==> config.mk <==
export PLATFORM = sky130hd
export DESIGN_NAME = fetch_control_unit
export DESIGN_NICKNAME = d
export VERILOG_FILES = /design/src/rtl/fetch_control_unit.sv
export SDC_FILE = /design/constraint.sdc
export NUM_CORES = 1
export LEC_CHECK = 0
export CORE_ASPECT_RATIO = 0.75
export CORE_UTILIZATION = 42
export CTS_BUF_LIST = sky130_fd_sc_hd__clkbuf_8
export DETAILED_ROUTE_END_ITERATION = 8
export PLACE_DENSITY_LB_ADDON = 0.15
export SLEW_MARGIN = 20
export SYNTH_ARGS = -nofsm -noshare
export SYNTH_HDL_FRONTEND = slang
export SYNTH_SLANG_ARGS = --single-unit
==> constraint.sdc <==
create_clock -name clk -period 2.2 [get_ports clk]
set_input_delay 0.33 -clock clk [delete_from_list [all_inputs] [get_ports clk]]
set_output_delay 0.33 -clock clk [all_outputs]
set_load 0.01 [all_outputs]
==> src/rtl/fetch_control_unit.sv <==
// Fetch sequencing and opcode decode for the 9-bit single-cycle core.
// Holds the program counter, resolves branch targets through a small LUT and drives datapath controls.
module fetch_control_unit #(
   parameter int D = 12
) (
   input  logic         clk,
   input  logic         reset,
   input  logic [8:0]   mach_code,
   input  logic         branch_flag,
   input  logic         rel_jump,
   output logic [D-1:0] prog_ctr,
   output logic [D-1:0] target,
   output logic         abs_jump,
   output logic [1:0]   InstType,
   output logic         BranchInst,
   output logic         MemRead,
   output logic         MemWrite,
   output logic         ALUSrc,
   output logic         RegWrite,
   output logic         MemtoReg,
   output logic [3:0]   ALUOp
);

   logic [4:0] op;

   assign op       = mach_code[8:4];
   assign abs_jump = BranchInst & branch_flag;

   // Branch target table; edit the entries here to retarget a program
   always_comb begin
      target = '0;
      case (mach_code[3:0])
         4'd0:    target = D'(0);
         4'd1:    target = D'(16);
         4'd2:    target = D'(32);
         4'd3:    target = D'(48);
         4'd4:    target = D'(64);
         4'd5:    target = D'(80);
         4'd6:    target = D'(96);
         4'd7:    target = D'(112);
         4'd8:    target = D'(128);
         4'd9:    target = D'(144);
         4'd10:   target = D'(160);
         4'd11:   target = D'(176);
         4'd12:   target = D'(192);
         4'd13:   target = D'(208);
         4'd14:   target = D'(224);
         4'd15:   target = D'(240);
         default: target = '0;
      endcase
   end

   always_comb begin
      InstType   = 2'b00;
      BranchInst = 1'b0;
      MemRead    = 1'b0;
      MemWrite   = 1'b0;
      ALUSrc     = 1'b0;
      RegWrite   = 1'b0;
      MemtoReg   = 1'b0;
      ALUOp      = 4'b0000;
      casez (op)
         5'b00???: begin
            RegWrite = 1'b1;
            ALUSrc   = 1'b1;
            ALUOp    = {1'b0, op[2:0]};
         end
         5'b01000: begin
            BranchInst = 1'b1;
         end
         5'b01001, 5'b01010, 5'b01011, 5'b01100, 5'b01101: begin
            RegWrite = 1'b1;
            ALUSrc   = 1'b1;
            ALUOp    = {1'b1, op[2:0]};
         end
         5'b01110: begin
            MemWrite = 1'b1;
            ALUSrc   = 1'b1;
         end
         5'b10???: begin
            InstType = 2'b10;
            MemRead  = 1'b1;
            MemtoReg = 1'b1;
            RegWrite = 1'b1;
         end
         5'b11???: begin
            InstType = 2'b11;
            RegWrite = 1'b1;
         end
         default: begin
            InstType = 2'b00;
         end
      endcase
   end

   // An absolute jump outranks a relative one when both are requested
   always_ff @(posedge clk or negedge reset) begin
      if (!reset)
         prog_ctr <= '0;
      else if (abs_jump)
         prog_ctr <= target;
      else if (rel_jump)
         prog_ctr <= prog_ctr + target;
      else
         prog_ctr <= prog_ctr + D'(1);
   end

endmodule

### Word-level counts from Yosys, hierarchy flattened

Memories as Yosys holds them, arrays and structs flattened.
Cells that the tools add are included.

| storage, ports and cells | value |
|---|---|
| bits in read-only memories | 64 |
| flip-flop bits (word level) | 12 |
| logic and storage cells | 27 |
| memories | 1 |
| input port bits | 13 |

| operators by class | value |
|---|---|
| eq/ne operators | 9 |
| add/sub/neg operators | 2 |
| bitwise logic cells | 1 |
| reduce and logical (&&, ||, !) cells | 4 |
| mux-type cells | 9 |

Memories:

| memory | words | bits a word | read ports | clocked after Yosys merged registers in | wr ports | line | text |
|---|---|---|---|---|---|---|---|
| (no name shown) | 16 | 4 | 1 | 0 | 0 | 32 | `case (mach_code[3:0])` |

Operator list:

| operator | count |
|---|---|
| == test 5 x 4 -> 1 bit, second input constant | 7 |
| 2-to-1 mux 12 bit | 2 |
| adder 12 x 1 -> 12 bit, second input constant | 1 |
| adder 12 bit | 1 |
| case mux 4 bit (2 select lines) | 1 |
| OR reduction 8 bit | 1 |
| OR reduction 7 bit | 1 |
| 2-to-1 mux 1 bit | 5 |
| OR reduction 5 bit | 1 |
| == test 2 bit, second input constant | 2 |
| case mux 2 bit (2 select lines) | 1 |
| logical NOT 2 bit | 1 |
| bitwise AND 1 bit | 1 |

### Longest topological paths before layout

| logic depth | value |
|---|---|
| depth in word-level cells | 4 |
| gate-level depth with buffers | 8 |
| gate-level depth less buffers | 8 |

### Worst setup path after synthesis

No wires, ideal clock.

| path | value |
|---|---|
| kind | flip-flop to flip-flop |
| start point | reg prog_ctr[4] |
| end point | reg prog_ctr[10] |
| setup slack | 0.374 ns |
| path buffers | 0 |
| setup time | 0.118 ns |
| clock period less this slack | 1.826 ns |
| cell stages (with the launch flop) | 9 |
| data arrival time | 1.708 ns |
| path through | dfrtp_1 ha_1 inv_1 fa_1 nand2b_1 a21oi_1 o211ai_1 xor2_1 nor2_1 |

| on the way | value |
|---|---|
| word-level cells in the longest chain between the ends | 3 |
| elaborated cells on any way between the ends | 4 |
| classes of those cells | add/sub: 2; mux: 2 |

Ends and longest elaborated chain:

| element | line | text |
|---|---|---|
| from (decl) | 11 | `output logic [D-1:0] prog_ctr,` |
| from (signal assigned) | 101 | `prog_ctr <= target;` |
| from (signal assigned) | 103 | `prog_ctr <= prog_ctr + target;` |
| from (signal assigned) | 105 | `prog_ctr <= prog_ctr + D'(1);` |
| adder 12 x 1 -> 12 bit or adder 12 bit (tied branches) | 105, 103 |  |
| 2-to-1 mux 12 bit (*) | 102 | `else if (rel_jump)` |
| 2-to-1 mux 12 bit (*) | 100 | `else if (abs_jump)` |

Mark *: on every way between the ends. The rest lies on a longest branch, timed or not.

### Worst setup path after layout

| path | value |
|---|---|
| start point | in mach_code[4] |
| end point | out abs_jump |

| on the way | value |
|---|---|
| word-level cells in the longest chain between the ends | 3 |

Ends and longest elaborated chain:

| element | line | text |
|---|---|---|
| from (decl) | 8 | `input logic [8:0] mach_code,` |
| == test 5 x 4 -> 1 bit | 62 | `casez (op)` |
| 2-to-1 mux 1 bit | 62 |  |
| bitwise AND 1 bit | 27 | `assign abs_jump = BranchInst & branch_flag;` |
| to (decl) | 13 | `output logic abs_jump,` |

Every way passes these cells.

==> flow_summary_export.csv <==
group,metric,value,unit
yosys,synth_seq_cells,12,
yosys,yosysUniqueCellTypes,36,
route,drc,0,
power_and_ir_drop,leakagePower,0.7662,nW
worst_setup_path,crit_path_max_fanout,2,
worst_setup_path,startpoint_type,"input pin",
yosys,syn_avg_cell_area,8.596,sq um
clocking,clock_insertion_delay_worst_skew,0.24,ns
run_status,status,"completed",
cells_and_area,stdcell_area,1579,sq um
worst_setup_path,rr_endpoint,"prog_ctr[10]",
cells_and_area,fill_cells,193,
timing,fmax,0.4728,GHz
yosys,synth_enable_flop_cells,0,
power_and_ir_drop,ir_drop,0.5415,mV
timing,timing.setup.tns,0,ns
die,start_util,45.07,%
die,die_w,59.94,microns
yosys,synth_area_leaders,"dfrtp_1 (28%), ha_1 (9.5%), buf_4 (9.2%)",
route,drtIter0Drc,42,
cells_and_area,fin_nets,197,
clocking,cts_hold_buf,0,
die,io_pins,50,
worst_setup_path,rrSetupSlack,0.30,ns
route,via_per_inst,4.572,
yosys,yosysWarningCount,0,
route,vias,951,
clocking,htree_levels,1,
yosys,synth_area,1057,sq um
place,port_buffers,41,
timing,hold_viol_final,0,
cells_and_area,instances_no_fill,208,
clocking,cts_tree,"done",
clocking,cts_buffers,3,
yosys,synth_top_area_share,28.40,%
yosys,ys_top_cells_by_count,"nor2_1 (14), buf_4 (13), dfrtp_1 (12), nand2_1 (12), ha_1 (8)",
die,die_area,2724,sq um
yosys,postSynthCellCount,123,
yosys,synth_area_leader_cell,"dfrtp_1",
worst_setup_path,cp_data_required_time,1.87,ns
worst_setup_path,timing.rr.start,"prog_ctr[4]",
clocking,root_buffer,"clkbuf_8",
yosys,synth.most_common_cell,"nor2_1",
cells_and_area,num_antenna_cells,0,
timing,finalCriticalPeriod,2.115,ns
worst_setup_path,crit_type,"input pin to output port",
timing,drv_slew,0,
cells_and_area,fin_util,67.31,%
die,fp.dieH,45.45,microns
min_path,hold_path.class,"input pin to async pin",
die,core,2346,sq um
place,placed_area,1510,sq um
route,antenna_left,0,
timing,worst_pin_slew,0.5791,ns
route,drt_pass1_iterations,4,
global_route,grt_pass1_vias,862,
timing,fin_skew,0.0007841,ns
yosys,synthFlopType,"dfrtp_1",
global_route,grt_max_degree,17,
timing,finalHoldWorstSlack,0.4540,ns
cells_and_area,final-seq-area,300.3,sq um
worst_setup_path,cp-endpoint,"abs_jump",
route,routed_wirelength,2376,microns
timing,slew_headroom,61.27,%
worst_setup_path,critical_path_arrival,1.78,ns
cells_and_area,multi_input_area,641.9,sq um
global_route,grt_pass1_wl,3857,microns
cells_and_area,drive_above_1_share,17.24,%
cells_and_area,top_register,"prog_ctr",
cells_and_area,reg.largest.list,"prog_ctr: 12 flops",
timing,final-setup-viol-count,0,
clocking,cts_num_sinks,12,
global_route,grt_overflow,0,
timing,timing.final.crit_share,96.14,%
yosys,synth-async-reset-ratio,100.0,%
worst_setup_path,reg2reg_depth,8,
place,hpwl,1865,microns
power_and_ir_drop,powerDensity,1021,nW/um^2
cells_and_area,largest_register_ffs,12,
yosys,ys_seq_area_share,28.40,%
worst_setup_path,cp-end-kind,"output port",
worst_setup_path,critPathLaunch,"mach_code[4]",
clocking,cts_buffer_depth,2,
flow_run,drv_cap,0,
place,place.gp.congestion,0.7491,
global_route,track_usage,19.87,%
clocking,clk_pin_slew_worst_paths,0.06,ns
cells_and_area,syn2layout_area_growth,49.35,%
global_route,antenna_found_initial,0,
route,wl_per_cell,11.42,microns
die,row_count,15,
place,placedCellCount,202,
-- cells in the final DEF, fill, tap and decap left out, types with 2 or more instances in the layout --
| master | Yosys | layout |
|---|---|---|
| a21oi_1 | 4 | 4 |
| buf_4 | 13 | 15 |
| clkbuf_8 | 0 | 4 |
| clkdlybuf4s50_1 | 0 | 29 |
| conb_1 | 1 | 8 |
| dfrtp_1 | 12 | 12 |
| dlygate4sd2_1 | 0 | 7 |
| dlymetal6s2s_1 | 0 | 3 |
| ha_1 | 8 | 8 |
| inv_1 | 6 | 6 |
| mux2i_1 | 2 | 2 |
| nand2_1 | 12 | 12 |
| nand3_1 | 2 | 2 |
| nor2_1 | 14 | 14 |
| nor2b_1 | 4 | 4 |
| nor3_1 | 4 | 4 |
| nor3_2 | 2 | 2 |
| o21ai_0 | 6 | 6 |
| xnor2_1 | 5 | 5 |
| xor2_1 | 7 | 7 |
-- stage by stage --
| step | worst slack (ns) | power (mW) |
|---|---|---|
| floorplan | 0.3739 | 0.9734 |
| finish | 0.08503 | 1.612 |
| detailed placement | -0.2768 | 1.373 |
| global placement | -0.2305 | 1.346 |
| global route | -0.01275 | 1.747 |
| CTS | 0.007069 | 1.619 |
-- cell type report --
type | count | share of cell area (%)
Multi-Input combinational cell | 96 | 40.65
Clock buffer | 4 | 3.487
Inverter | 6 | 1.426
Tap cell | 34 | 2.694
Timing Repair Buffer | 56 | 32.73
Sequential cell | 12 | 19.02
-- how the worst min path moves through the flow --
stage	startpoint	endpoint	slack (ns)	depth (start not counted)
CTS	reset	prog_ctr[7]	0.47	1
global route	reset	prog_ctr[7]	0.48	1
floorplan	reset	prog_ctr[0]	0.03	0
global placement	prog_ctr[11]	prog_ctr[11]	0.53	2
finish	reset	prog_ctr[7]	0.45	1
detailed placement	prog_ctr[11]	prog_ctr[11]	0.53	2
-- routing by layer --
metal | vias up | global-route usage (%) | share of wire, %
met5 | - | 0 | 0
met4 | 0 | 5.581 | 0.97
met3 | 4 | 5.682 | 5.7
met2 | 31 | 32.00 | 45
met1 | 426 | 26.14 | 48
li1 | 490 | - | -
-- cell families after synthesis --
group	synth area share [%]
other	0.3547
adders and majority gates	11.36
muxes	1.894
and+or+nand+nor	25.68
buffers and inverters	13.85
DFF	28.40
xor gates and xnor gates	9.941
AOI/OAI and AO/OA	8.522
-- power breakdown --
part / leakage, nW / switching, mW / internal (mW)
Combinational: 0.596 / 0.387 / 0.485
Sequential: 0.142 / 0.157 / 0.335
Clock: 0.0288 / 0.0896 / 0.159
-- timing repair --
action,4_1_cts,5_1_grt
setup endpoints to repair,9,5
hold endpoints to repair,0,0
buffers inserted,1,1
pin swaps,2,1
resized for setup,11,5
-- worst max-delay path: stages --
cell and delay, ns:
clkdlybuf4s50_1 0.43, nor3_2 0.21, buf_4 0.14, buf_4 0.09, and3_4 0.18, and2_1 0.16, clkdlybuf4s15_1 0.25
Note: power is estimated with default switching activity, not from simulation.
